File: config.mk
export PLATFORM = sky130hd
export DESIGN_NAME = wb_scoreboard
export DESIGN_NICKNAME = d
export VERILOG_FILES = /design/src/rtl/wb_scoreboard.sv
export SDC_FILE = /design/constraint.sdc
export NUM_CORES = 1
export LEC_CHECK = 0
export BUFFER_PORTS_ARGS = -buffer_cell sky130_fd_sc_hd__buf_2
export CORE_ASPECT_RATIO = 0.5
export CORE_MARGIN = 2
export CORE_UTILIZATION = 60
export DETAILED_ROUTE_END_ITERATION = 16
export PLACE_DENSITY_LB_ADDON = 0.08
export SLEW_MARGIN = 20
export SYNTH_ARGS = -nofsm -noshare
export SYNTH_HDL_FRONTEND = slang
export SYNTH_SLANG_ARGS = --single-unit
File: constraint.sdc
create_clock -name clk -period 6 [get_ports clk]
set_clock_uncertainty 0.15 [all_clocks]
set_input_delay 0.9 -clock clk [delete_from_list [all_inputs] [get_ports clk]]
set_output_delay 0.9 -clock clk [all_outputs]
set_load 0.02 [all_outputs]
File: src/rtl/wb_scoreboard.sv
// Register write-back scoreboard: per-register pending-write counters with RAW/WAW-max issue stall.
// Optional macro WB_SCOREBOARD_BYPASS_EN frees a source register in its final write-back cycle.
module wb_scoreboard #(
  parameter int NREG  = 32,
  parameter int AW    = 5,
  parameter int CNT_W = 2
) (
  input  logic            clk,
  input  logic            rst_n,
  input  logic            issue_valid,
  input  logic [AW-1:0]   issue_rs,
  input  logic [AW-1:0]   issue_rt,
  input  logic            issue_use_rt,
  input  logic            issue_we,
  input  logic [AW-1:0]   issue_nd,
  output logic            issue_ready,
  output logic            stall,
  input  logic            wb_valid,
  input  logic [AW-1:0]   wb_nd,
  output logic [NREG-1:0] busy_vec,
  output logic            overflow_err,
  output logic            underflow_err
);

  localparam logic [CNT_W-1:0] CMAX = '1;
  localparam logic [CNT_W-1:0] CONE = CNT_W'(1);

  logic [CNT_W-1:0] w_cnt [NREG];
  logic             w_rs_byp;
  logic             w_rt_byp;
  logic             w_rs_busy;
  logic             w_rt_busy;
  logic             w_nd_full;
  logic             w_haz;
  logic             w_accept;
  logic             w_inc_any;
  logic             w_dec_any;
  logic             w_same_reg;
  logic             r_ovf;
  logic             r_unf;

`ifdef WB_SCOREBOARD_BYPASS_EN
  // Last outstanding write landing this cycle is visible through the register-file bypass.
  assign w_rs_byp = wb_valid && (wb_nd == issue_rs) && (w_cnt[issue_rs] == CONE);
  assign w_rt_byp = wb_valid && (wb_nd == issue_rt) && (w_cnt[issue_rt] == CONE);
`else
  assign w_rs_byp = 1'b0;
  assign w_rt_byp = 1'b0;
`endif

  assign w_rs_busy = (w_cnt[issue_rs] != '0) && !w_rs_byp;
  assign w_rt_busy = (w_cnt[issue_rt] != '0) && !w_rt_byp;
  assign w_nd_full = issue_we && (issue_nd != '0) && (w_cnt[issue_nd] == CMAX);
  assign w_haz     = issue_valid && (w_rs_busy || (issue_use_rt && w_rt_busy) || w_nd_full);

  assign stall       = w_haz;
  assign issue_ready = !w_haz;
  assign w_accept    = issue_valid && issue_ready;

  assign w_inc_any  = w_accept && issue_we && (issue_nd != '0);
  assign w_dec_any  = wb_valid && (wb_nd != '0);
  assign w_same_reg = w_inc_any && w_dec_any && (issue_nd == wb_nd);

  for (genvar gi = 0; gi < NREG; gi++) begin : g_reg
    if (gi == 0) begin : g_zero
      assign w_cnt[gi] = '0;
    end else begin : g_cnt
      logic r_cnt_q;
      logic [CNT_W-1:0] r_cnt;
      logic w_inc;
      logic w_dec;
      assign w_inc = w_inc_any && (issue_nd == AW'(gi));
      assign w_dec = w_dec_any && (wb_nd == AW'(gi));
      // Coincident issue and write-back to the same register cancel out.
      always_ff @(posedge clk or negedge rst_n) begin
        if (!rst_n) begin
          r_cnt <= '0;
        end else if (w_inc && !w_dec) begin
          if (r_cnt != CMAX) r_cnt <= r_cnt + CONE;
        end else if (w_dec && !w_inc) begin
          if (r_cnt != '0) r_cnt <= r_cnt - CONE;
        end
      end
      assign r_cnt_q   = 1'b0;
      assign w_cnt[gi] = r_cnt;
    end
    assign busy_vec[gi] = (w_cnt[gi] != '0);
  end

  always_ff @(posedge clk or negedge rst_n) begin
    if (!rst_n) begin
      r_ovf <= 1'b0;
      r_unf <= 1'b0;
    end else begin
      if (w_inc_any && !w_same_reg && (w_cnt[issue_nd] == CMAX)) r_ovf <= 1'b1;
      if (w_dec_any && !w_same_reg && (w_cnt[wb_nd] == '0))      r_unf <= 1'b1;
    end
  end

  assign overflow_err  = r_ovf;
  assign underflow_err = r_unf;

endmodule

==> flow_summary.yaml <==
status:
  outcome: "complete, no violations"
worst_setup_path:
  cp_common_cell: "buf_2"
  slowest_stage: "nand4_4"
  crit_start: "issue_rt[1]"
  worstSetupStartpointType: "input port"
  cp_data_required_time_ps: 4950
  worst-path-max-fanout: 29
  path_cells: "buf_2, nor3_1, a21oi_1, mux4_2, a22oi_2, nand4_4, o21ai_0, buf_2"
  worst-setup-path-type: "input port to output port"
  crit-reg2reg-launch: "g_reg[21].g_cnt.r_cnt[0]"
  critPathMaxStageDelay_ps: 560
  worstSetupEndpointType: "output port"
  arrival_ps: 3570
power:
  power_density_nw_per_um2: 260
  power.total_w: 0.00170
  power.leakage_nw: 2.61
  ir_worst_vdd_uv: 134
synth:
  ys.flop_type: "dfrtp_1"
  synth_fp_nets: 766
  synth_edf_count: 0
  synth_async_sr_flop_share: 1.00
  synth-seq-area-share: 0.269
  syn_area_um2: 5940
  synthCells: 740
  synth_seq_cells: 64
  syn_avg_cell_area_um2: 8.03
  yosys_warnings: 0
  synth_cell_type_count: 72
timing:
  rsz0062_at_grt: "false"
  finalHoldViolCount: 0
  finalMaxSlewViolations: 0
  tns_ps: 0
  fmax_mhz: 216
  period_needed_ps: 4620
  period_share: 0.770
  holdWs_ps: 228
  setup_viol: 0
  slew-limit-headroom: 0.413
  worst-slew-pin-transition_ps: 881
clock_network:
  htreeDepth: 3
  clk_latency_ps: 350
  cts_root_buffer: "clkbuf_16"
  cts_resized: 0
  cts.sinks: 64
  cts_setup_buffers: 0
  cts_tree: "built"
  numCtsBuffers: 9
  clk_pin_slew_ps: 60
  ctsHoldBuffers: 0
  cts_buffer_depth: 2
floorplanning:
  rows: 25
  die_x_um: 145
  dieHeight_um: 74.4
  ios: 62
  initial_core_util: 0.623
  fp.coreArea_um2: 9540
  die_area_um2: 10800
global_routing:
  grt-ovfl-total: 0
  antenna_found_initial: 0
  grt_pass1_vias: 5324
  grt_usage: 0.353
  grt_pass1_wl_mm: 28.9
  grt_start_max_net_pins: 65
layout:
  layout-drive-gt1-share: 0.181
  area_delta_synth_final_pct: 10.2
  fin_nets: 801
  num_antenna_cells: 0
  n_fill_cell: 824
  final_util: 0.686
detailed_routing:
  wirelength_mm: 18.2
  vias_per_cell: 6.75
  drt_iter0_markers: 1160
  routedWlPerCell_um: 19.9
  dr.pass1.iters: 6
  final_antenna_net_count: 0
  route.vias.total: 6176
  drc: 0
run:
  cap_violations: 0
placed_design:
  hpwl_mm: 13.4
  io_buffers: 60
  gp_congestion: 0.997
min_path:
  worstHoldPathType: "flip-flop to flip-flop"
  worstHoldStart: "overflow_err"
-- power breakdown --
part           internal (W)  switching (W)
clock              0.000343       0.000215
sequential         0.000492      0.0000960
combinational      0.000214       0.000342
-- synth_stat cells (all sizes together), types with 3 or more instances --
library cell	number	area (um^2)
nand4	7	65.1
mux2i	17	170
a21o	6	45.0
nand2	68	255
xnor2	3	26.3
and2	3	18.8
nor2	74	278
a311oi	5	43.8
a22oi	4	35.0
nand4b	6	52.6
o22ai	6	37.5
buf	21	131
o211ai	11	82.6
nor4	21	273
o31a	5	43.8
a211oi	9	72.6
a311o	6	60.1
mux4	17	383
and3	9	56.3
nand3	20	100
inv	56	210
xor2	3	26.3
mux2	13	146
clkbuf	19	71.3
or3	8	50.1
dfrtp	64	1600
a31oi	4	25.0
nor4b	4	35.0
nand2b	19	126
o221ai	5	43.8
nor3	46	250
a32oi	5	51.3
or4	9	67.6
a211o	4	35.0
or2	14	87.6
nor2b	20	125
o21ai	51	255
a21oi	41	205
o311ai	4	35.0
nand3b	5	37.5
nor3b	6	45.0
-- flip-flops by register name (all words and copies together), names as in the netlist --
| signal | flops |
|---|---|
| overflow_err | 1 |
| g.g_cnt.r_cnt | 62 |
| underflow_err | 1 |
-- layout by cell type, fill, tap and decap left out, types with 5 or more instances in the layout --
| master | Yosys | layout |
|---|---|---|
| nand4b_1 | 6 | 6 |
| nand2b_1 | 18 | 18 |
| and3_1 | 9 | 9 |
| o21ai_0 | 50 | 50 |
| buf_2 | 12 | 60 |
| or2_2 | 9 | 9 |
| mux2i_1 | 17 | 17 |
| o221ai_1 | 5 | 5 |
| a21o_1 | 6 | 6 |
| nor4_4 | 9 | 9 |
| nand3_1 | 20 | 20 |
| nand3b_1 | 5 | 5 |
| nor4_1 | 11 | 11 |
| dfrtp_1 | 64 | 64 |
| o22ai_1 | 6 | 6 |
| nand2_1 | 68 | 68 |
| a311oi_1 | 5 | 5 |
| clkbuf_16 | 0 | 9 |
| mux2_2 | 13 | 13 |
| nor2b_1 | 20 | 20 |
| mux4_2 | 17 | 17 |
| or4_1 | 9 | 9 |
| a21oi_1 | 41 | 41 |
| a311o_1 | 6 | 6 |
| a211oi_1 | 8 | 8 |
| or3_1 | 8 | 8 |
| o31a_1 | 5 | 5 |
| o211ai_1 | 11 | 11 |
| nor2_1 | 74 | 74 |
| nor3_1 | 42 | 42 |
| inv_1 | 56 | 56 |
| nor3b_1 | 6 | 6 |
| nand4_1 | 5 | 5 |
-- path summary, 6_finish.rpt --
| kind | endpoint | slack, ps | cells past startpoint |
|---|---|---|---|
| setup / recovery | issue_ready | 1380 | 8 |
| hold / removal | overflow_err | 230 | 0 |
| setup reg to reg | g_reg[11].g_cnt.r_cnt[0] | 1780 | 9 |
| hold reg to reg | overflow_err | 230 | 0 |
| max in group asynchronous | g_reg[14].g_cnt.r_cnt[0] | 4510 | 2 |
| min in group asynchronous | g_reg[21].g_cnt.r_cnt[1] | 590 | 2 |
-- cell families after synthesis --
family | count (synthesis) | synth area share
and+or+nand+nor | 342 | 0.328
DFF | 64 | 0.269
buffers and inverters | 96 | 0.0695
muxes | 47 | 0.118
AOI/OAI and AO/OA | 184 | 0.206
other | 1 | 0.000631
xor gates and xnor gates | 6 | 0.00884
-- through the flow --
| step | area (um^2) | setup slack [ps] | cells |
|---|---|---|---|
| floorplan | 5940 | 1600 | 740 |
| global placement | 6240 | 1450 | 899 |
| detailed placement | 6240 | 1400 | 899 |
| CTS | 6550 | 1440 | 915 |
| global route | 6550 | 1210 | 915 |
| finish | 6550 | 1380 | 915 |
-- final cells by class --
type,instances,area [um^2],share of cell area
multi-input cells,580,3930,0.600
flip-flops and latches,64,1600,0.245
repair buffers,64,330,0.0504
clock buffers,11,253,0.0386
inverters,56,210,0.0321
well taps,135,169,0.0258
clock inverters,5,55.1,0.00841
-- routing by layer --
metal,global-route usage,up-vias,share of wire
met5,0,-,0
met4,0.0895,0,0.021
met3,0.0979,46,0.13
met2,0.521,422,0.42
met1,0.514,2903,0.43
li1,-,2805,-
-- worst max-delay path: cells and delay by family --
family                 cells  cell delay (ps)
AOI/OAI and AO/OA          3              850
and+or+nand+nor            2              790
muxes                      1              540
buffers and inverters      2              470
Note: power is estimated with default switching activity, not from simulation.
